**config.mk**
```make
export PLATFORM = sky130hd
export DESIGN_NAME = reset_shutdown_seq
export DESIGN_NICKNAME = d
export VERILOG_FILES = /design/src/rtl/reset_shutdown_seq.sv
export SDC_FILE = /design/constraint.sdc
export NUM_CORES = 1
export LEC_CHECK = 0
export CAP_MARGIN = 20
export CORE_MARGIN = 1.5
export CORE_UTILIZATION = 40
export CTS_BUF_LIST = sky130_fd_sc_hd__clkbuf_16
export DETAILED_ROUTE_END_ITERATION = 7
export PLACE_DENSITY_LB_ADDON = 0.12
export SLEW_MARGIN = 20
export SYNTH_ARGS = -nofsm -noshare
export SYNTH_HDL_FRONTEND = slang
export SYNTH_SLANG_ARGS = --single-unit
```
**constraint.sdc**
```tcl
create_clock -name iCLK -period 3.5 [get_ports iCLK]
set_input_delay 0.35 -clock iCLK [delete_from_list [all_inputs] [get_ports iCLK]]
set_output_delay 0.35 -clock iCLK [all_outputs]
set_load 0.005 [all_outputs]
```
**src/rtl/reset_shutdown_seq.sv**
```systemverilog
// Soft-reset sequencer: quiesce downstream, assert reset domains 2->1->0, hold, release 0->1->2.
// Optional status ports (oBUSY, oTIMEOUT) are enabled by defining RST_SEQ_STATUS_EN.
module reset_shutdown_seq #(
  parameter int GAP         = 16,
  parameter int HOLD_CYCLES = 1024,
  parameter int TIMEOUT     = 4096,
  parameter int CW          = 24
) (
  input  logic       iCLK,
  input  logic       iRST,
  input  logic       iREQ,
  input  logic       iQUIET,
  output logic       oQREQ,
  output logic       oRST_0,
  output logic       oRST_1,
  output logic       oRST_2,
`ifdef RST_SEQ_STATUS_EN
  output logic       oBUSY,
  output logic       oTIMEOUT,
`endif
  output logic [2:0] oDBG_STATE
);

  // Handshake: iREQ is a level sampled only in RUN; oQREQ stays high from the
  // request edge until domain 0 enters reset; iQUIET is only looked at in DRAIN.
  typedef enum logic [2:0] {
    S_RUN   = 3'd0,
    S_DRAIN = 3'd1,
    S_GAP2  = 3'd2,
    S_GAP1  = 3'd3,
    S_HOLD  = 3'd4,
    S_REL0  = 3'd5,
    S_REL1  = 3'd6
  } state_t;

  localparam logic [CW-1:0] L_GAP  = CW'(GAP - 1);
  localparam logic [CW-1:0] L_HOLD = CW'(HOLD_CYCLES - 1);
  localparam logic [CW-1:0] L_TO   = CW'(TIMEOUT - 1);

  state_t        r_state;
  state_t        w_state_nxt;
  logic [CW-1:0] r_cont;
  logic [CW-1:0] w_cont_nxt;
  logic          r_qreq;
  logic          w_qreq_nxt;
  logic [2:0]    r_rst;
  logic [2:0]    w_rst_nxt;

  always_comb begin
    w_state_nxt = r_state;
    w_qreq_nxt  = r_qreq;
    w_rst_nxt   = r_rst;
    case (r_state)
      S_RUN: begin
        if (iREQ) begin
          w_state_nxt = S_DRAIN;
          w_qreq_nxt  = 1'b1;
        end
      end
      S_DRAIN: begin
        if (iQUIET || (r_cont == L_TO)) begin
          w_state_nxt  = S_GAP2;
          w_rst_nxt[2] = 1'b0;
        end
      end
      S_GAP2: begin
        if (r_cont == L_GAP) begin
          w_state_nxt  = S_GAP1;
          w_rst_nxt[1] = 1'b0;
        end
      end
      S_GAP1: begin
        if (r_cont == L_GAP) begin
          w_state_nxt  = S_HOLD;
          w_rst_nxt[0] = 1'b0;
          w_qreq_nxt   = 1'b0;
        end
      end
      S_HOLD: begin
        if (r_cont == L_HOLD) begin
          w_state_nxt  = S_REL0;
          w_rst_nxt[0] = 1'b1;
        end
      end
      S_REL0: begin
        if (r_cont == L_GAP) begin
          w_state_nxt  = S_REL1;
          w_rst_nxt[1] = 1'b1;
        end
      end
      S_REL1: begin
        if (r_cont == L_GAP) begin
          w_state_nxt  = S_RUN;
          w_rst_nxt[2] = 1'b1;
        end
      end
      default: begin
        w_state_nxt = S_HOLD;
        w_rst_nxt   = 3'b000;
        w_qreq_nxt  = 1'b0;
      end
    endcase

    // The counter restarts on every transition and idles at zero in RUN.
    if (w_state_nxt != r_state) begin
      w_cont_nxt = '0;
    end else if (r_state == S_RUN) begin
      w_cont_nxt = '0;
    end else begin
      w_cont_nxt = r_cont + 1'b1;
    end
  end

  always_ff @(posedge iCLK) begin
    if (iRST) begin
      r_state <= S_HOLD;
      r_cont  <= '0;
      r_qreq  <= 1'b0;
      r_rst   <= 3'b000;
    end else begin
      r_state <= w_state_nxt;
      r_cont  <= w_cont_nxt;
      r_qreq  <= w_qreq_nxt;
      r_rst   <= w_rst_nxt;
    end
  end

`ifdef RST_SEQ_STATUS_EN
  logic r_busy;
  logic r_timeout;
  logic w_to_evt;

  // DRAIN leaving on the counter alone means downstream never acknowledged.
  assign w_to_evt = (r_state == S_DRAIN) && !iQUIET && (r_cont == L_TO);

  always_ff @(posedge iCLK) begin
    if (iRST) begin
      r_busy    <= 1'b1;
      r_timeout <= 1'b0;
    end else begin
      r_busy <= (w_state_nxt != S_RUN);
      if (w_to_evt) begin
        r_timeout <= 1'b1;
      end
    end
  end

  assign oBUSY    = r_busy;
  assign oTIMEOUT = r_timeout;
`endif

  assign oQREQ      = r_qreq;
  assign oRST_0     = r_rst[0];
  assign oRST_1     = r_rst[1];
  assign oRST_2     = r_rst[2];
  assign oDBG_STATE = r_state;

endmodule
```
==> results.yml <==
worst_setup_path:
  crit_cells: 5
  cp_num_buf_inv: 0
  path_cells: "or4_4, nor3_1, a41oi_1, nand2_1, nor4_1"
  reg2regPathDepth: 5
  r2r_slack_ps: 990
  cp-end-kind: "register"
  worst_ep_arrival_time_ps: 2620
  r2r_start: "r_cont[15]$_SDFF_PP0_"
  path_class: "reg -> reg"
  start_kind: "register"
  critPathTopFamily: "simple AND/OR/NAND/NOR gates"
  rr_endpoint: "r_cont[7]$_SDFF_PP0_"
  crit_path_end: "r_cont[7]$_SDFF_PP0_"
  slowest_stage: "nand2_1"
  slowest_delay_ps: 650
  path_max_fanout: 24
  startpoint: "r_cont[15]$_SDFF_PP0_"
  required_ps: 3620
clock_tree:
  htree_levels: 2
  cts_tree: "done"
  cts_num_sinks: 31
  cts_inserted_buffers: 5
  cts-resized-gates: 0
  cts_root_buf: "clkbuf_16"
  clk_pin_slew_ps: 50
  clock_path_buffers: 2
  clk-insertion-delay-late_ps: 270
  postCtsSetupRepairBufs: 0
  hold_buffers: 0
die:
  ios: 11
  coreArea_um2: 4029
  die_area_um2: 4622
  start_util: 0.4193
  rows: 23
  die_height_um: 67.99
  die_w_um: 67.99
placement:
  finalWeightedCongestion: 0.7740
  hpwlAfterDp_um: 2565
  dp_cells: 240
  io_buffers: 10
  dp_slack_ps: 1007
min_path:
  min_path_type: "reg -> reg"
cells_and_area:
  fillerInstances: 388
  antennaDiodeCount: 0
  multiInputGateArea_um2: 987.2
  seq_area_um2: 620.6
  final_nets: 202
  drive_above_1_share: 0.1263
  area_growth_pct: 14.74
  final_cells: 248
synthesis:
  synthArstFlopShare: 0
  synthCells: 187
  synth_most_common_cell: "dfxtp_1"
  synth_commonest_cells: "dfxtp_1, nor3_1, xor2_1, nor4_1"
  yosysTopAreaCellShare: 0.3674
  synth_top_area_cell: "dfxtp_1"
  synth.area.top_cells: "dfxtp_1, xor2_1, nor3_1"
  avgSynthCellArea_um2: 9.033
  synth_edf_count: 0
  synthFlopType: "dfxtp_1"
  ys_ff_latch: 31
  syn_area_um2: 1689
  ys.warnings.count: 0
  ys_types: 48
  yosysSeqAreaShare: 0.3674
  syn_nets: 192
timing:
  worst_clock_skew_ps: 5.922
  rsz0062_at_grt: "no"
  slew_viol_final: 0
  period_needed_ps: 2508
  final.setup.worst_slack_ps: 992.2
  final.setup.tns_ps: 0
  finalSetupViolCount: 0
  max_freq_mhz: 398.7
  relSlewSlack: 0.3234
  worstMarginPinSlew_ps: 1006
  post-route-period-util: 0.7165
  final-hold-violation-count: 0
routing:
  wl_um: 3764
  drtIter0Drc: 159
  wl_per_cell_um: 15.18
  first_pass_iters: 4
  routed_via_density: 6.004
  drc_errors: 0
  vias: 1489
  antenna_left: 0
global_routing:
  antenna_found_initial: 0
  grt_pass1_vias: 1357
  grt_start_max_net_pins: 25
  grt_overflow: 0
  track_usage: 0.1877
  grt_pass1_wl_um: 6479
power_and_ir_drop:
  peakVddDrop_v: 0.0002102
  p_leak_nw: 0.6562
  power_density_nw_per_um2: 400.8
outcome:
  status: "finished, final reports clean"
job:
  max-cap-violations: 0
## layout make-up
type | instances | share of cell area
Clock buffer | 5 | 0.06456
Sequential cell | 31 | 0.3202
Multi-Input combinational cell | 143 | 0.5094
Timing Repair Buffer | 12 | 0.05939
Tap cell | 50 | 0.03228
Clock inverter | 3 | 0.006456
Inverter | 4 | 0.007747
## layout by cell type (no fill, tap or decap), types with 5 or more instances in the layout
cell,instances
a21oi_1,6
and3_1,5
clkbuf_16,5
clkdlybuf4s50_1,10
dfxtp_1,31
inv_1,6
nand2_1,10
nand3_1,10
nand4_1,8
nor2_1,6
nor3_1,22
nor4_1,11
o21ai_0,5
xnor2_1,5
xor2_1,17
## state kept, by name, summed over array words and instances (netlist names)
register and count:
r_cont 24, oQREQ 1, r_rst 3, oDBG_STATE 3
## routing by layer
metal,track usage,wire (µm),vias to the layer above
met5,0,0,-
met4,0.08500,80,0
met3,0.05099,224,14
met2,0.2888,1666,61
met1,0.2442,1793,686
li1,-,-,728
## kinds of logic after synthesis
| kind of cell | Yosys count | synth area share |
|---|---|---|
| multiplexers | 1 | 0.006666 |
| AND/OR/NAND/NOR | 92 | 0.3341 |
| AO/OA/AOI/OAI | 27 | 0.1222 |
| flip-flops | 31 | 0.3674 |
| XOR/XNOR | 22 | 0.1141 |
| adder cells (fa/ha/maj) | 1 | 0.007406 |
| buffers and inverters | 13 | 0.04814 |
## power breakdown
part           internal (W)  switching [W]  leakage [nW]
clock              0.000256       0.000143        0.0762
sequential         0.000357     0.00000368         0.250
combinational    0.00000740     0.00000955         0.330
## tightest hold or removal path: cells and delay by family, from the launching register on
family | cells | cell delay [ps]
flip-flops | 1 | 310
AO/OA/AOI/OAI | 1 | 70
buffers and inverters | 1 | 50
## stage by stage
step	cell area, µm²	hold WS [ps]	utilization	power [W]
after floorplan	1689	419.1	-	0.0003771
after global placement	1800	497.1	0.4469	0.0003835
after detailed placement	1800	492.9	0.4469	0.0003843
after CTS	1938	505.2	0.4811	0.0007857
after global routing	1938	528.7	0.4811	0.0008054
final	1938	488.9	0.4811	0.0007767
## worst min-delay path by stage
| stage | from | end | slack, ps | cells after the start |
|---|---|---|---|---|
| 6_report | r_rst[2]$_SDFFE_PP0P_ | r_rst[2]$_SDFFE_PP0P_ | 490 | 2 |
| 5_1_grt | r_rst[2]$_SDFFE_PP0P_ | r_rst[2]$_SDFFE_PP0P_ | 530 | 2 |
| 4_1_cts | r_rst[2]$_SDFFE_PP0P_ | r_rst[2]$_SDFFE_PP0P_ | 510 | 2 |
| 3_5_place_dp | r_rst[2]$_SDFFE_PP0P_ | r_rst[2]$_SDFFE_PP0P_ | 490 | 2 |
| 3_3_place_gp | r_rst[0]$_SDFFE_PP0P_ | r_rst[0]$_SDFFE_PP0P_ | 500 | 2 |
| 2_1_floorplan | iRST | r_rst[0]$_SDFFE_PP0P_ | 420 | 1 |
No activity file was read; power rests on OpenSTA's default activity.
